--- src/rtl/frame_wr_sched.sv ---
// Frame write scheduler: merges luma/chroma decoder writes into one FIFO, drains it over a
// req/ack memory port, and pulses frame_done once every write of a frame has been retired.
module frame_wr_sched #(
    parameter int                DEPTH       = 16,
    parameter int                ADDR_W      = 21,
    parameter logic [ADDR_W-1:0] CHROMA_BASE = 21'h100000
) (
    input  logic                   clk,
    input  logic                   reset_n,
    input  logic                   li_we_luma,
    input  logic                   li_we_chroma,
    input  logic [19:0]            li_addr_luma,
    input  logic [18:0]            li_addr_chroma,
    input  logic [31:0]            li_data,
    input  logic                   li_lastMB_DF,
    input  logic [15:0]            li_POC,
    output logic                   mo_req,
    output logic [ADDR_W-1:0]      mo_addr,
    output logic [31:0]            mo_data,
    input  logic                   mi_ack,
    output logic [$clog2(DEPTH):0] fifo_level,
    output logic                   frame_done,
    output logic [15:0]            frame_POC,
    output logic                   busy,
    output logic [2:0]             err
);

    localparam int PTR_W = $clog2(DEPTH);
    localparam int LVL_W = PTR_W + 1;

    typedef enum logic {S_RUN, S_DRAIN} state_t;

    logic [ADDR_W-1:0] r_mem_addr [DEPTH];
    logic [31:0]       r_mem_data [DEPTH];
    logic [PTR_W-1:0]  r_wr_ptr, r_rd_ptr;
    logic [LVL_W-1:0]  r_level, r_cnt;
    logic [15:0]       r_pend, r_poc;
    logic              r_done, r_lastmb_d;
    logic [2:0]        r_err;
    state_t            r_state;

    logic              w_push_req, w_push, w_pop, w_full, w_rise, w_collide, w_overflow;
    logic [ADDR_W-1:0] w_push_addr;
    logic [LVL_W-1:0]  w_start_cnt, w_cnt_nxt;
    logic [15:0]       w_pend_nxt, w_poc_nxt;
    logic              w_done_nxt, w_frame_err;
    state_t            w_state_nxt;

    // Luma wins a collision; chroma lands in the upper region of the unified map.
    assign w_push_req  = li_we_luma | li_we_chroma;
    assign w_push_addr = li_we_luma ? ADDR_W'(li_addr_luma)
                                    : CHROMA_BASE + ADDR_W'(li_addr_chroma);
    assign w_full      = (r_level == LVL_W'(DEPTH));
    assign w_pop       = (r_level != '0) && mi_ack;
    assign w_push      = w_push_req && (!w_full || w_pop);
    assign w_collide   = li_we_luma && li_we_chroma;
    assign w_overflow  = w_push_req && !w_push;
    assign w_rise      = li_lastMB_DF && !r_lastmb_d;

    always_ff @(posedge clk) begin
        if (w_push) begin
            r_mem_addr[r_wr_ptr] <= w_push_addr;
            r_mem_data[r_wr_ptr] <= li_data;
        end
    end

    always_ff @(posedge clk or negedge reset_n) begin
        if (!reset_n) begin
            r_wr_ptr   <= '0;
            r_rd_ptr   <= '0;
            r_level    <= '0;
            r_lastmb_d <= 1'b0;
            r_err      <= '0;
        end else begin
            if (w_push) r_wr_ptr <= r_wr_ptr + 1'b1;
            if (w_pop)  r_rd_ptr <= r_rd_ptr + 1'b1;
            r_level    <= r_level + LVL_W'(w_push) - LVL_W'(w_pop);
            r_lastmb_d <= li_lastMB_DF;
            r_err      <= r_err | {w_frame_err, w_collide, w_overflow};
        end
    end

    // Frame tracking: snapshot the words belonging to this frame, count them out.
    always_comb begin
        w_state_nxt = r_state;
        w_cnt_nxt   = r_cnt;
        w_pend_nxt  = r_pend;
        w_poc_nxt   = r_poc;
        w_done_nxt  = 1'b0;
        w_frame_err = 1'b0;
        w_start_cnt = r_level + LVL_W'(w_push) - LVL_W'(w_pop);
        case (r_state)
            S_RUN: begin
                if (w_rise) begin
                    w_pend_nxt = li_POC;
                    if (w_start_cnt == '0) begin
                        w_done_nxt = 1'b1;
                        w_poc_nxt  = li_POC;
                    end else begin
                        w_state_nxt = S_DRAIN;
                        w_cnt_nxt   = w_start_cnt;
                    end
                end
            end
            S_DRAIN: begin
                w_frame_err = w_rise;
                if (w_pop) begin
                    w_cnt_nxt = r_cnt - 1'b1;
                    if (r_cnt == LVL_W'(1)) begin
                        w_done_nxt  = 1'b1;
                        w_poc_nxt   = r_pend;
                        w_state_nxt = S_RUN;
                    end
                end
            end
            default: w_state_nxt = S_RUN;
        endcase
    end

    always_ff @(posedge clk or negedge reset_n) begin
        if (!reset_n) begin
            r_state <= S_RUN;
            r_cnt   <= '0;
            r_pend  <= '0;
            r_poc   <= '0;
            r_done  <= 1'b0;
        end else begin
            r_state <= w_state_nxt;
            r_cnt   <= w_cnt_nxt;
            r_pend  <= w_pend_nxt;
            r_poc   <= w_poc_nxt;
            r_done  <= w_done_nxt;
        end
    end

    // Head entry is gated so the port reads zero whenever nothing is requested.
    assign mo_req     = (r_level != '0);
    assign mo_addr    = mo_req ? r_mem_addr[r_rd_ptr] : '0;
    assign mo_data    = mo_req ? r_mem_data[r_rd_ptr] : '0;
    assign fifo_level = r_level;
    assign frame_done = r_done;
    assign frame_POC  = r_poc;
    assign busy       = mo_req || (r_state == S_DRAIN);
    assign err        = r_err;

endmodule

--- config.mk ---
export PLATFORM = sky130hd
export DESIGN_NAME = frame_wr_sched
export DESIGN_NICKNAME = d
export VERILOG_FILES = /design/src/rtl/frame_wr_sched.sv
export SDC_FILE = /design/constraint.sdc
export NUM_CORES = 1
export LEC_CHECK = 0
export ABC_AREA = 1
export BUFFER_PORTS_ARGS = -buffer_cell sky130_fd_sc_hd__buf_2
export CAP_MARGIN = 10
export CORE_MARGIN = 2
export CORE_UTILIZATION = 37
export DETAILED_ROUTE_END_ITERATION = 10
export PLACE_DENSITY_LB_ADDON = 0.05
export SYNTH_ARGS = -nofsm -noshare
export SYNTH_HDL_FRONTEND = slang
export SYNTH_SLANG_ARGS = --single-unit
--- constraint.sdc ---
create_clock -name clk -period 8.5 [get_ports clk]
set_input_delay 0 -clock clk [delete_from_list [all_inputs] [get_ports clk]]
set_output_delay 0 -clock clk [all_outputs]
set_load 0.1 [all_outputs]
==> summary.txt <==
STA
  • Setup ws final: 3.81 ns
  • Worst slew pin tran: about 1.1 ns
  • Endpoints failing hold: 0
  • Setup violations, final: 0
  • Setup TNS: 0 ns
  • Post-route clock skew: roughly 0.023 ns
  • Max-slew headroom: 0.240
  • Fin. max-slew vios: 0
  • Final Cycle Share: 0.552
  • Unrepaired setup endpoints after global routing: false
  • Crit path time final: 4.69 ns
  • Maximum clock frequency: approximately 210 MHz

CTS
  • Root Driver: clkbuf_16
  • Htree depth: 3
  • Clk_lat worst skew: around 0.67 ns
  • Total CTS buffers: 100
  • Cts repair resizes: 0
  • CTS max path bufs: 3
  • Clock slew seen by the registers of the worst setup and hold paths: around 0.060 ns
  • CTS tree: yes
  • Clk sinks: 904

Synth
  • Area share of the largest cell type after synthesis: 0.693
  • Seq/Total Area, Yosys: 0.731
  • Syn Inst Count: just over 3000
  • Leading area contributor after synthesis: edfxtp_1
  • Synth warn: 0
  • Synth Area per Inst: about 12 sq um
  • Top cells by area, synth: edfxtp_1, nor2_1, o21ai_0
  • Post-synth net total: 3146
  • Distinct cells, synth: 29
  • Post-Syn Area: about 37000 sq um
  • Yosys reg bits: around 900

Routing
  • Wire length on met3: 4510 um
  • DRC viols: 0
  • DRT antenna net count: 0
  • DRT Pass-1 Iters: 6
  • Routed length per instance: 22.6 um
  • Post-Route WL: ~100000 um
  • Starting DRT DRC Count: between 1500 and 2000
  • Via count: about 24000
  • Met2 wire len: between 40000 and 50000 um
  • Routed vias/inst: approximately 5.2
  • M1 WL: between 40000 and 50000 um
  • Top Layer Used: met5

Floorplanning
  • Die area: 102000 sq um
  • Die Wd: roughly 320 um
  • Core area: 98400 sq um
  • Initial Util: 0.374
  • Die H: around 320 um
  • # IOs: 173
  • Row count: 115

Placement
  • Dpl ws: approximately 4.5 ns
  • DP HPWL: 49900 um
  • Placed Area: a little under 40000 sq um
  • PortBufs: between 150 and 200
  • GP Congestion: 0.760
  • # placed instances: about 4300

Worst hold path
  • Hold WC Path Type: in -> async

GRT
  • Largest net degree at the start of global routing: between 100 and 150
  • First-pass GRT wire length: roughly 150000 um
  • Overflow after GRT: 0
  • Initial antenna violation count: 3
  • Gr usage total: 0.202
  • Vias in the first global route: ~24000

Cells and area
  • Layout Nets: approximately 3300
  • Most frequent cells in the layout: edfxtp_1, nor2_1, o21ai_0, nand2_1, nand3_1
  • Share of cells above drive strength 1: 0.116
  • Area Growth Syn to Fin: 15.7%
  • Final Instance Area: ~43000 sq um
  • Non-Filler Instances: 4585
  • Most common cell after layout, fill and taps aside: edfxtp_1
  • Antenna diodes: 0

Power
  • Reg power frac: 0.332
  • Lkg Pwr: around 15 nW
  • Sw frac: 0.454
  • Cell Int Power: 9.74 mW
  • Peak supply drop: between 300 and 400 uV
  • Power share of the combinational group: 0.425
  • Sw power: roughly 8.1 mW
  • Tot Pwr: 17.9 mW
  • Clock power share: 0.244
  • Pwr dens: roughly 420 nW/um^2

Worst setup path
  • Crit Path Class: reg -> out
  • FF-to-FF setup slack: between 4 and 5 ns
  • WP data arrival: approximately 4.7 ns
  • Crit-path max FO: ~140
  • R2R depth: 19
  • CP Launch Type: flop
  • Crit end category: primary output
  • Crit path required time: roughly 8.5 ns

Job
  • Number of max-cap violations: 0

Outcome
  • Status: completed
-- Yosys cell counts (all sizes together) --
| cell type | instances |
|---|---|
| o21bai | 2 |
| nand2 | 226 |
| o21ai | 465 |
| fa | 1 |
| ha | 12 |
| nor2 | 716 |
| nand4 | 1 |
| a21oi | 108 |
| nand3 | 190 |
| nor3 | 1 |
| xnor2 | 1 |
| a21o | 1 |
| clkbuf | 103 |
| o211ai | 106 |
| buf | 91 |
| dfrtp | 56 |
| and3 | 1 |
| edfxtp | 848 |
| xor2 | 9 |
| inv | 102 |
-- final cells by class --
class / count / area (sq um)
sequential: 904 / 26900
timing repair buffer: 269 / 1750
clock inverter: 47 / 528
multi-input combinational: 1840 / 8590
fill: 9201 / 55900
tap: 1287 / 1610
inverter: 102 / 399
clock buffer: 136 / 2770
-- cell families (layout without fill, tap and decap cells) --
logic type                 after synthesis  after routing  share of synthesized area
buffers and inverters                  296            554                     0.0389
xor gates and xnor gates                10             10                    0.00238
and+or+nand+nor                       1135           1135                      0.123
AOI/OAI and AO/OA                      682            682                      0.100
adders and majority gates               13             13                    0.00463
DFF                                    904            904                      0.731
-- metal layers --
layer | vias to the layer above | global-route usage
li1 | 11159 | -
met1 | 11990 | 0.275
met2 | 566 | 0.340
met3 | 134 | 0.0293
met4 | 2 | 0.0512
met5 | - | 0
-- flip-flops by register name (all words and copies together) (netlist names) --
| name | flops |
|---|---|
| r_rd_ptr | 4 |
| frame_POC | 16 |
| fifo_level | 5 |
| frame_done | 1 |
| r_wr_ptr | 4 |
| r_cnt | 5 |
| err | 3 |
| r_mem_data | 512 |
| r_lastmb_d | 1 |
| r_state | 1 |
| r_pend | 16 |
| r_mem_addr | 336 |
-- critical path, cell delays in order (launching register included) --
cell and delay (ns):
dfrtp_4 0.80, inv_8 0.76, buf_4 0.93, o21ai_0 0.23, nand3_1 0.12, nand3_1 0.11
a21oi_1 0.40, buf_2 0.51
-- power groups by stage --
stage	Combinational (mW)	Clock [mW]	Sequential, mW
after floorplan	5.53	0	6.23
after global placement	7.61	0	5.99
after detailed placement	7.66	0	6.01
after CTS	7.71	4.46	5.92
after global routing	8.22	4.62	5.98
final	7.58	4.35	5.92
-- repair_timing --
item                       in CTS  in global routing
hold endpoints to repair      649                  0
hold buffers                   58                  0
setup buffers                   0                  0
setup endpoints to repair       0                  0
-- final timing paths --
kind | from | endpoint
max in group asynchronous | reset_n | r_rd_ptr[0]
min reg2reg | err[2] | err[2]
max reg2reg | fifo_level[3] | frame_POC[9]
min | reset_n | frame_POC[9]
max | r_rd_ptr[0] | mo_addr[9]
min in group clk | li_addr_chroma[16] | r_mem_addr[0][16]
-- metrics by stage --
| step | hold slack [ns] | utilization |
|---|---|---|
| after global routing | 0.0683 | 0.432 |
| after global placement | 0.122 | 0.393 |
| after floorplan | -0.296 | - |
| final | 0.00575 | 0.432 |
| after CTS | 0.00361 | 0.432 |
| after detailed placement | 0.125 | 0.393 |
No activity file was read; power rests on OpenSTA's default activity.
